### src/rtl/scariv_dcache_bank_arbiter.sv
// Per-bank request arbiter for the banked L1 data cache: fixed refill priority, round-robin LSU/STQ.
// Optional starvation guard enabled by defining SCARIV_DCACHE_ARB_STARVE_EN.
module scariv_dcache_bank_arbiter #(
    parameter int REQ_NUM      = 4,
    parameter int BANKS        = 2,
    parameter int DATA_W       = 128,
    parameter int PADDR_W      = 56,
    parameter int STARVE_LIMIT = 8,
    localparam int IW          = (REQ_NUM > 1) ? $clog2(REQ_NUM) : 1
) (
    input  logic                             i_clk,
    input  logic                             i_reset_n,
    input  logic [REQ_NUM-1:0]               i_req_valid,
    input  logic [REQ_NUM-1:0][PADDR_W-1:0]  i_req_paddr,
    input  logic [REQ_NUM-1:0]               i_req_we,
    input  logic [REQ_NUM-1:0][DATA_W-1:0]   i_req_wdata,
    output logic [REQ_NUM-1:0]               o_req_ready,
    output logic [BANKS-1:0]                 o_bank_valid,
    output logic [BANKS-1:0][IW-1:0]         o_bank_req_id,
    output logic [BANKS-1:0][PADDR_W-1:0]    o_bank_paddr,
    output logic [BANKS-1:0]                 o_bank_we,
    output logic [BANKS-1:0][DATA_W-1:0]     o_bank_wdata,
    input  logic [BANKS-1:0]                 i_bank_ready
);

    localparam int OFF = $clog2(DATA_W / 8);
    localparam int BW  = (BANKS > 1) ? $clog2(BANKS) : 1;

    function automatic int bank_of(input logic [PADDR_W-1:0] a);
        logic [PADDR_W-1:0] sh;
        sh = a >> OFF;
        if (BANKS == 1) return 0;
        return int'(sh[BW-1:0]);
    endfunction

    logic [BANKS-1:0]          slot_free;
    logic [BANKS-1:0]          gnt_v;
    logic [BANKS-1:0][IW-1:0]  gnt_id;
    logic [BANKS-1:0][IW-1:0]  rr_ptr;
    logic [BANKS-1:0][IW-1:0]  rr_nxt;
    logic [REQ_NUM-1:0]        starved;

    assign slot_free = ~o_bank_valid | i_bank_ready;

`ifdef SCARIV_DCACHE_ARB_STARVE_EN
    localparam int CW = $clog2(STARVE_LIMIT + 1);

    logic [REQ_NUM-1:0][CW-1:0] wait_cnt;

    always_comb begin
        starved = '0;
        for (int k = 0; k < REQ_NUM; k++) begin
            starved[k] = (wait_cnt[k] == CW'(STARVE_LIMIT));
        end
    end

    always_ff @(posedge i_clk or negedge i_reset_n) begin
        if (!i_reset_n) begin
            wait_cnt <= '0;
        end else begin
            for (int k = 0; k < REQ_NUM; k++) begin
                if (!i_req_valid[k] || o_req_ready[k]) begin
                    wait_cnt[k] <= '0;
                end else if (wait_cnt[k] != CW'(STARVE_LIMIT)) begin
                    wait_cnt[k] <= wait_cnt[k] + CW'(1);
                end
            end
        end
    end
`else
    assign starved = '0;
`endif

    always_comb begin : arb_p
        logic found;
        int   win;
        int   idx;
        found       = 1'b0;
        win         = 0;
        idx         = 0;
        o_req_ready = '0;
        gnt_v       = '0;
        gnt_id      = '0;
        rr_nxt      = rr_ptr;
        for (int b = 0; b < BANKS; b++) begin
            found = 1'b0;
            win   = 0;
            if (i_reset_n && slot_free[b]) begin
                for (int k = 0; k < REQ_NUM; k++) begin
                    if (!found && starved[k] && i_req_valid[k] &&
                        bank_of(i_req_paddr[k]) == b) begin
                        found = 1'b1;
                        win   = k;
                    end
                end
                if (!found && i_req_valid[0] &&
                    bank_of(i_req_paddr[0]) == b) begin
                    found = 1'b1;
                    win   = 0;
                end
                // Scan 1..REQ_NUM-1 starting at the pointer, wrapping past index 0.
                for (int off = 0; off < REQ_NUM - 1; off++) begin
                    idx = int'(rr_ptr[b]) + off;
                    if (idx >= REQ_NUM) idx = idx - (REQ_NUM - 1);
                    if (!found && i_req_valid[idx] &&
                        bank_of(i_req_paddr[idx]) == b) begin
                        found = 1'b1;
                        win   = idx;
                    end
                end
            end
            if (found) begin
                o_req_ready[win] = 1'b1;
                gnt_v[b]         = 1'b1;
                gnt_id[b]        = IW'(win);
                if (win != 0) begin
                    rr_nxt[b] = (win == REQ_NUM - 1) ? IW'(1) : IW'(win + 1);
                end
            end
        end
    end

    always_ff @(posedge i_clk or negedge i_reset_n) begin
        if (!i_reset_n) begin
            o_bank_valid  <= '0;
            o_bank_req_id <= '0;
            o_bank_paddr  <= '0;
            o_bank_we     <= '0;
            o_bank_wdata  <= '0;
            for (int b = 0; b < BANKS; b++) begin
                rr_ptr[b] <= IW'(1);
            end
        end else begin
            rr_ptr <= rr_nxt;
            for (int b = 0; b < BANKS; b++) begin
                if (gnt_v[b]) begin
                    o_bank_valid[b]  <= 1'b1;
                    o_bank_req_id[b] <= gnt_id[b];
                    o_bank_paddr[b]  <= i_req_paddr[gnt_id[b]];
                    o_bank_we[b]     <= i_req_we[gnt_id[b]];
                    o_bank_wdata[b]  <= i_req_wdata[gnt_id[b]];
                end else if (i_bank_ready[b]) begin
                    o_bank_valid[b] <= 1'b0;
                end
            end
        end
    end

endmodule

### config.mk
export PLATFORM = sky130hd
export DESIGN_NAME = scariv_dcache_bank_arbiter
export DESIGN_NICKNAME = d
export VERILOG_FILES = /design/src/rtl/scariv_dcache_bank_arbiter.sv
export SDC_FILE = /design/constraint.sdc
export NUM_CORES = 1
export LEC_CHECK = 0
export BUFFER_PORTS_ARGS = -buffer_cell sky130_fd_sc_hd__buf_2
export CAP_MARGIN = 20
export CORE_AREA = 3 3 444 446
export DETAILED_ROUTE_END_ITERATION = 12
export DIE_AREA = 0 0 447 449
export GPL_TIMING_DRIVEN = 0
export PLACE_DENSITY = 0.34
export SYNTH_ARGS = -nofsm -noshare
export SYNTH_HDL_FRONTEND = slang
export SYNTH_SLANG_ARGS = --single-unit
### constraint.sdc
create_clock -name i_clk -period 3.21 [get_ports i_clk]
set_input_delay 0.1605 -clock i_clk [delete_from_list [all_inputs] [get_ports i_clk]]
set_output_delay 0.1605 -clock i_clk [all_outputs]
set_load 0.005 [all_outputs]
## Yosys cells after proc, flatten, opt, wreduce, memory -nomap -nowiden

Index checks and enable logic that the tools add are counted.
W data, S select, Z words.

- Register bits: 380
- Output and inout bits: 380
- Input port bits: 748
- Logic and storage cells: 187

- Bitwise gates (word level): 7
- Order comparisons: 18
- Eq/ne operators: 2
- Add/sub/neg operators: 12
- Mux-type cells: 102
- Reductions and logical operators: 34

Operator list:

| kind | number |
|---|---|
| $bmux W56 S2 | 8 |
| $mux W32 | 20 |
| $bmux W128 S2 | 2 |
| $lt A32 B4 Y1 const B | 8 |
| $mux W128 | 2 |
| $mux W56 | 2 |
| $eq A32 B3 Y1 const B | 2 |
| $ge A32 B1 Y1 const B | 2 |
| $reduce_bool A32 Y1 | 2 |
| $mux W5 | 12 |
| $mux W1 | 40 |
| $logic_and A1 B1 Y1 | 20 |
| $bmux W1 S2 | 8 |
| $sub A3 B2 Y4 const B | 4 |
| $ge A3 B3 Y1 const B | 4 |
| $logic_not A1 Y1 | 8 |
| $mux W2 | 4 |
| $mux W4 | 2 |
| $add A2 B1 Y3 const B | 2 |
| $add A2 B2 Y3 const B | 2 |
| $ge A2 B3 Y1 const B | 2 |
| $lt A2 B3 Y1 const B | 2 |
| $sub A2 B2 Y3 const B | 2 |
| $add A2 B2 Y2 const B | 2 |
| 7 further kinds | 13 |

## Depth between registers and ports, before layout

- Depth in word-level cells: 31
- Mapped depth: 13
- Gate-level depth less buffers: 10

## Worst setup path before layout

Ideal clock, no wire load.

- Kind: flip-flop to flip-flop
- Start point: register rr_ptr[0] (netlist bit)
- End point: register rr_ptr[1] (netlist bit)
- Data required time: 3.085 ns
- Setup time: 0.125 ns
- Stages on the path, launching flop included: 14
- Period minus slack after synthesis: 3.364 ns
- Buffers on the path: 3
- Path slack: -0.154 ns
- Arrival time: 3.239 ns
- Path through: dfstp_2 > inv_1 > ha_1 > or3b_1 > a2111o_1 > nand4_1 > and3_1 > buf_2 > inv_2 > buf_4 > buf_2 > ha_1 > a21bo_2 > mux2_2

- Cells in the longest elaborated chain, start to end: 22
- Elaborated cells on any way between the ends: 58
- Those cells by class: add/sub (6); order compare (3); eq/ne (1); mux (35); bitwise (3); reduce/logical (10)

Ends and longest elaborated chain:

| what | line | text |
|---|---|---|
| from (decl) | 39 | `logic [BANKS-1:0][IW-1:0] rr_ptr;` |
| from (signal assigned) | 134 | `rr_ptr <= rr_nxt;` |
| $ge A2 B3 Y1 or $sub A2 B2 Y3 (tied branches) | 104 | `if (idx >= REQ_NUM) idx = idx - (REQ_NUM - 1);` |
| $mux W32 | 104 |  |
| $mux W32 | 88 | `if (i_reset_n && slot_free[b]) begin` |
| $bmux W1 S2 or $bmux W56 S2 (tied branches) | 105, 106 |  |
| $mux W1 (implied by the code) or $mux W5 (tied branches) (2 in series) | 105, 106 |  |
| $logic_and A1 B1 Y1 or $not A1 Y1 (tied branches) | 105, 106 |  |
| $logic_and A1 B1 Y1 | 105 | `if (!found && i_req_valid[idx] &&` |
| $mux W1 | 105 |  |
| (+4 left out) | n/a |  |
| $mux W1 | 105 |  |
| $mux W1 | 88 |  |
| $logic_not A1 Y1 | 105 |  |
| $logic_and A1 B1 Y1 (2 in series) | 105 |  |
| $mux W32 | 105 |  |
| $mux W32 | 88 |  |
| $eq A32 B3 Y1 (tied with other cells) | 117 | `rr_nxt[b] = (win == REQ_NUM - 1) ? IW'(1) : IW'(win + 1);` |
| $mux W2 or $reduce_and A2 Y1 (tied branches) | n/a |  |

Several ways; a longest one is shown, not always the timed one. The select of a mux whose other input is x is not followed.
A chain may end at the register's enable or synchronous reset.

## Worst setup path after layout

- Start point: register rr_ptr[0] (netlist bit)
- End point: output o_req_ready[0]

- Cells in the longest elaborated chain, start to end: 27
- Elaborated cells on any way between the ends: 61
- Those cells by class: add/sub (5); order compare (5); mux (38); bitwise (4); reduce/logical (9)

Ends and longest elaborated chain:

| what | line | text |
|---|---|---|
| $ge A2 B3 Y1 or $sub A2 B2 Y3 (tied branches) | 104 |  |
| $mux W32 | 104 |  |
| $mux W32 | 88 |  |
| $bmux W1 S2 or $bmux W56 S2 (tied branches) | 105, 106 |  |
| $mux W1 (implied by the code) or $mux W5 (tied branches) (2 in series) | 105, 106 |  |
| $logic_and A1 B1 Y1 or $not A1 Y1 (tied branches) | 105, 106 |  |
| $logic_and A1 B1 Y1 | 105 |  |
| $mux W1 | 105 |  |
| (+10 left out) | n/a |  |
| $mux W32 | 88 |  |
| $ge A32 B1 Y1 (implied by the code) or $lt A32 B4 Y1 (tied branches) | 113 | `o_req_ready[win] = 1'b1;` |
| $logic_and A1 B1 Y1 (implied by the code) | 113 |  |
| $mux W1 (implied by the code) | 113 |  |
| $demux W1 S2 | 113 |  |
| $mux W4 * | 112 | `if (found) begin` |
| $or A4 B4 Y4 (no source line) | n/a |  |
| $mux W4 * | 112 |  |
| to (decl) | 17 | `output logic [REQ_NUM-1:0] o_req_ready,` |

Every way passes the cells marked *; elsewhere a longest branch is shown, timed or not. The select of a mux whose other input is x is not followed.

==> impl_metrics.env <==
export IMPL_maximum_number_of_pins_on_one_net_before_global_route_repair=88
export IMPL_finalHoldViolations=0
export IMPL_critical_path_class="reg2out"
export IMPL_clk_pin_slew_worst_paths_ns=0.06
export IMPL_yosys_register_bits=380
export IMPL_timing_hold_worst_class="in2reg"
export IMPL_clkSinkCount=380
export IMPL_detailedPlacementHpwl_um=162000
export IMPL_synth_yosys_seq_area_share_pct=40.2
export IMPL_combinationalPowerShare_pct=61.2
export IMPL_level_count_of_the_clock_h_tree=2
export IMPL_power_spent_charging_and_discharging_nets_mw=19.2
export IMPL_fp_dieW_um=447
export IMPL_power_total_mw=40.6
export IMPL_routed_via_count=30565
export IMPL_io_pin_count=1128
export IMPL_antenna_found_initial=39
export IMPL_critPathArrivalTime_ns=3.57
export IMPL_clock_network_fraction_of_total_power_pct=16.8
export IMPL_filler_cell_count=21074
export IMPL_syn_inst=2257
export IMPL_place_port_buffers=1126
export IMPL_synth_area_per_cell_sq_um=10.5
export IMPL_critical_path_peak_fanout=4
export IMPL_cts_root_buffer="sky130_fd_sc_hd__clkbuf_16"
export IMPL_syn_num_nets=3023
export IMPL_dominantRegCellSynth="sky130_fd_sc_hd__dfrtp_1"
export IMPL_dpl_cell_count=5923
export IMPL_drcViolationCount=0
export IMPL_synth_distinct_cells=60
export IMPL_global_route_overflow_total=0
export IMPL_worstSkewPairLatency_ns=0.68
export IMPL_run_status="finished, violations left"
export IMPL_switching_share_pct=47.3
export IMPL_first_global_vias=32526
export IMPL_groute_usage_overall_pct=19.9
export IMPL_leakage_nw=19.9
export IMPL_grt_pass1_wl_um=280000
export IMPL_drtPass1Iterations=7
export IMPL_post_drt_via_cell_ratio=4.44
export IMPL_rsz0062_at_grt="true"
export IMPL_worstSetupStartpointType="register"
export IMPL_placementRows=161
export IMPL_postLayoutSetupSlackWorst_ns=-0.522
export IMPL_data_required_critical_path_ns=3.05
export IMPL_max_cap_violations=0
export IMPL_violations_in_the_final_reports="setup timing"
export IMPL_setup_violations=189
export IMPL_slew_viol_final=0
export IMPL_drt_iter0_drc=2320
export IMPL_crit_path_end_kind="output port"
export IMPL_power_sequential_fraction_pct=22.0
export IMPL_synth_cell_area_sq_um=23700
export IMPL_cts_tree="done"
export IMPL_worst_ir_drop_vdd_mv=0.486
export IMPL_avgRoutedWirePerCell_um=30.7
export IMPL_place_gp_congestion=0.938
export IMPL_cts_buffers_inserted=57
export IMPL_maxSlewHeadroom_pct=36.2
export IMPL_synth_edff_count=0
export IMPL_fin_cells=6885
export IMPL_layout_drive_gt1_share_pct=44.3
export IMPL_fmax_mhz=268
export IMPL_chipHeight_um=449
export IMPL_synth_async_reset_ratio_pct=100
export IMPL_place_ws_ns=-1.60
export IMPL_fin_crit_ns=3.73
export IMPL_yosysWarnings=0
export IMPL_initial_core_util_pct=12.3
export IMPL_timing_clock_skew_ns=0.0130
export IMPL_ant_nets=0
export IMPL_nets=5048
export IMPL_cts_root_to_sink_buffers=3
export IMPL_floorplan_die_area_sq_um=201000
export IMPL_pwr_per_cell_area_nw_per_um2=873
export IMPL_final_worst_path_cycle_share_pct=116
export IMPL_routed_wl_um=211000
export IMPL_coreArea_sq_um=193000
export IMPL_tightest_slew_ns=0.958
export IMPL_layout_area_overhead_vs_synth_pct=96.3
export IMPL_internal_power_mw=21.4
==> layout make-up <==
class                           count  area, sq um  area share (%)
Clock buffer                       92         1780            3.83
Multi-Input combinational cell   1612        14600            31.3
Clock inverter                     14          160           0.345
Buffer                            237         2350            5.05
Inverter                           17         86.3           0.186
Antenna cell                       30         75.1           0.162
Tap cell                         2526         3160            6.80
Timing Repair Buffer             1977        14800            31.8
Sequential cell                   380         9510            20.5
==> metrics by stage <==
step	area (sq um)	TNS (ns)	hold WS (ns)	util (%)
6_report	46500	-72.20	0.255	24.1
5_1_grt	46500	-91.74	0.238	24.1
4_1_cts	45000	-60.48	0.160	23.3
3_5_place_dp	32800	-451.17	0.197	17.0
3_3_place_gp	32500	-6619.04	0.403	16.8
2_1_floorplan	23700	0	-0.135	-
==> synth_stat cells (all sizes together) (3+ instances only) <==
master  number  area share [%]
a211oi     186             9.3
a21o         4            0.13
a21oi        4           0.085
a221oi     184             6.8
a32oi      184             6.8
and2         8            0.21
and3         3           0.079
and3b        5            0.18
buf         79             2.1
clkbuf     169             2.7
dfrtp      378              40
ha          18            0.95
inv         17            0.27
mux2i      369              16
mux4         4            0.38
nand2      201             3.2
nand2b       3           0.079
nand3        3           0.063
nand3b       3           0.095
nand4        3           0.079
nor2       187             3.0
nor2b        6            0.16
nor3b        4            0.13
o211ai     186             5.9
o21ai        9            0.21
o31ai        3           0.095
==> timing repair <==
item	in CTS	in global routing
gates resized for setup	516	319
endpoints found under the hold margin	458	137
gates cloned	11	15
hold buffers	743	1
pin swaps	26	34
endpoints found under the setup margin	384	373
setup buffers	52	30
==> worst paths after layout <==
| path | start | to | slack, ns | depth (start not counted) |
|---|---|---|---|---|
| worst max-delay path | rr_ptr[0] | o_req_ready[0] | -0.52 | 12 |
| worst min-delay path | i_req_wdata[288] | o_bank_wdata[160] | 0.25 | 4 |
| worst max register to register | rr_ptr[0] | o_bank_wdata[123] | -0.45 | 15 |
| worst min register to register | o_bank_req_id[0] | o_bank_req_id[0] | 0.48 | 1 |
| max in group asynchronous | i_reset_n | o_bank_wdata[32] | 1.40 | 6 |
| min in group asynchronous | i_reset_n | o_bank_paddr[40] | 0.28 | 4 |
==> placed cells by master, fill, tap and decap left out, types with 5 or more instances in the layout <==
cell / netlist / layout
sky130_fd_sc_hd__mux2i_1: 369 / 351
sky130_fd_sc_hd__buf_2: 55 / 1133
sky130_fd_sc_hd__clkinv_2: 0 / 6
sky130_fd_sc_hd__buf_4: 1 / 68
sky130_fd_sc_hd__buf_8: 0 / 15
sky130_fd_sc_hd__clkbuf_1: 169 / 46
sky130_fd_sc_hd__dfrtp_1: 378 / 376
sky130_fd_sc_hd__buf_12: 0 / 45
sky130_fd_sc_hd__dlygate4sd3_1: 0 / 740
sky130_fd_sc_hd__and3b_1: 5 / 5
sky130_fd_sc_hd__a221oi_4: 0 / 24
sky130_fd_sc_hd__a221oi_1: 184 / 60
sky130_fd_sc_hd__a32oi_1: 184 / 177
sky130_fd_sc_hd__nor2b_1: 6 / 6
sky130_fd_sc_hd__buf_16: 0 / 20
sky130_fd_sc_hd__a211oi_2: 160 / 182
sky130_fd_sc_hd__diode_2: 0 / 30
sky130_fd_sc_hd__clkbuf_4: 0 / 30
sky130_fd_sc_hd__o211ai_1: 186 / 186
sky130_fd_sc_hd__ha_1: 18 / 12
sky130_fd_sc_hd__nor2_1: 187 / 186
sky130_fd_sc_hd__o21ai_0: 7 / 6
sky130_fd_sc_hd__inv_1: 15 / 11
sky130_fd_sc_hd__clkbuf_16: 0 / 85
sky130_fd_sc_hd__a32oi_2: 0 / 7
sky130_fd_sc_hd__clkbuf_8: 0 / 28
sky130_fd_sc_hd__mux2i_2: 0 / 14
sky130_fd_sc_hd__nand2_1: 201 / 199
sky130_fd_sc_hd__ha_4: 0 / 5
sky130_fd_sc_hd__a221oi_2: 0 / 100
sky130_fd_sc_hd__clkbuf_2: 0 / 54
sky130_fd_sc_hd__and2_1: 8 / 7
sky130_fd_sc_hd__buf_6: 18 / 42
==> state kept, by name (all words and copies together) (netlist names) <==
name,cells
o_bank_wdata,256
o_bank_paddr,112
o_bank_req_id,4
rr_ptr,4
o_bank_valid,2
o_bank_we,2
==> per-layer routing <==
| layer | share of wire (%) | vias up | global-route usage [%] |
|---|---|---|---|
| li1 | - | 13169 | - |
| met1 | 39 | 15756 | 23.3 |
| met2 | 49 | 1316 | 34.0 |
| met3 | 8.8 | 316 | 6.46 |
| met4 | 3.4 | 8 | 6.47 |
| met5 | 0.020 | - | 0 |
==> worst max-delay path: stages (launching register included) <==
cell	delay [ns]
sky130_fd_sc_hd__dfstp_2	0.57
sky130_fd_sc_hd__inv_4	0.06
sky130_fd_sc_hd__ha_4	0.17
sky130_fd_sc_hd__or3b_4	0.37
sky130_fd_sc_hd__a2111o_1	0.46
sky130_fd_sc_hd__nand4_1	0.16
sky130_fd_sc_hd__and3_4	0.27
sky130_fd_sc_hd__inv_16	0.05
sky130_fd_sc_hd__buf_12	0.13
sky130_fd_sc_hd__buf_16	0.13
sky130_fd_sc_hd__ha_4	0.15
sky130_fd_sc_hd__a22o_1	0.19
sky130_fd_sc_hd__buf_6	0.14
==> power groups by stage <==
| stage | clock network [mW] | registers [mW] | logic (mW) |
|---|---|---|---|
| 2_1_floorplan | 0 | 8.78 | 9.10 |
| 3_3_place_gp | 0 | 8.92 | 19.9 |
| 3_5_place_dp | 0 | 8.93 | 20.0 |
| 4_1_cts | 7.07 | 8.88 | 23.7 |
| 5_1_grt | 7.20 | 9.17 | 26.5 |
| 6_report | 6.83 | 8.92 | 24.8 |
==> cell families after synthesis <==
family                     Yosys count  share of synthesized area (%)
muxes                              374                           16.0
and+or+nand+nor                    439                           7.68
AOI/OAI and AO/OA                  781                           30.1
DFF                                380                           40.2
adders and majority gates           18                          0.951
buffers and inverters              265                           5.08
Note: power is estimated with default switching activity, not from simulation.
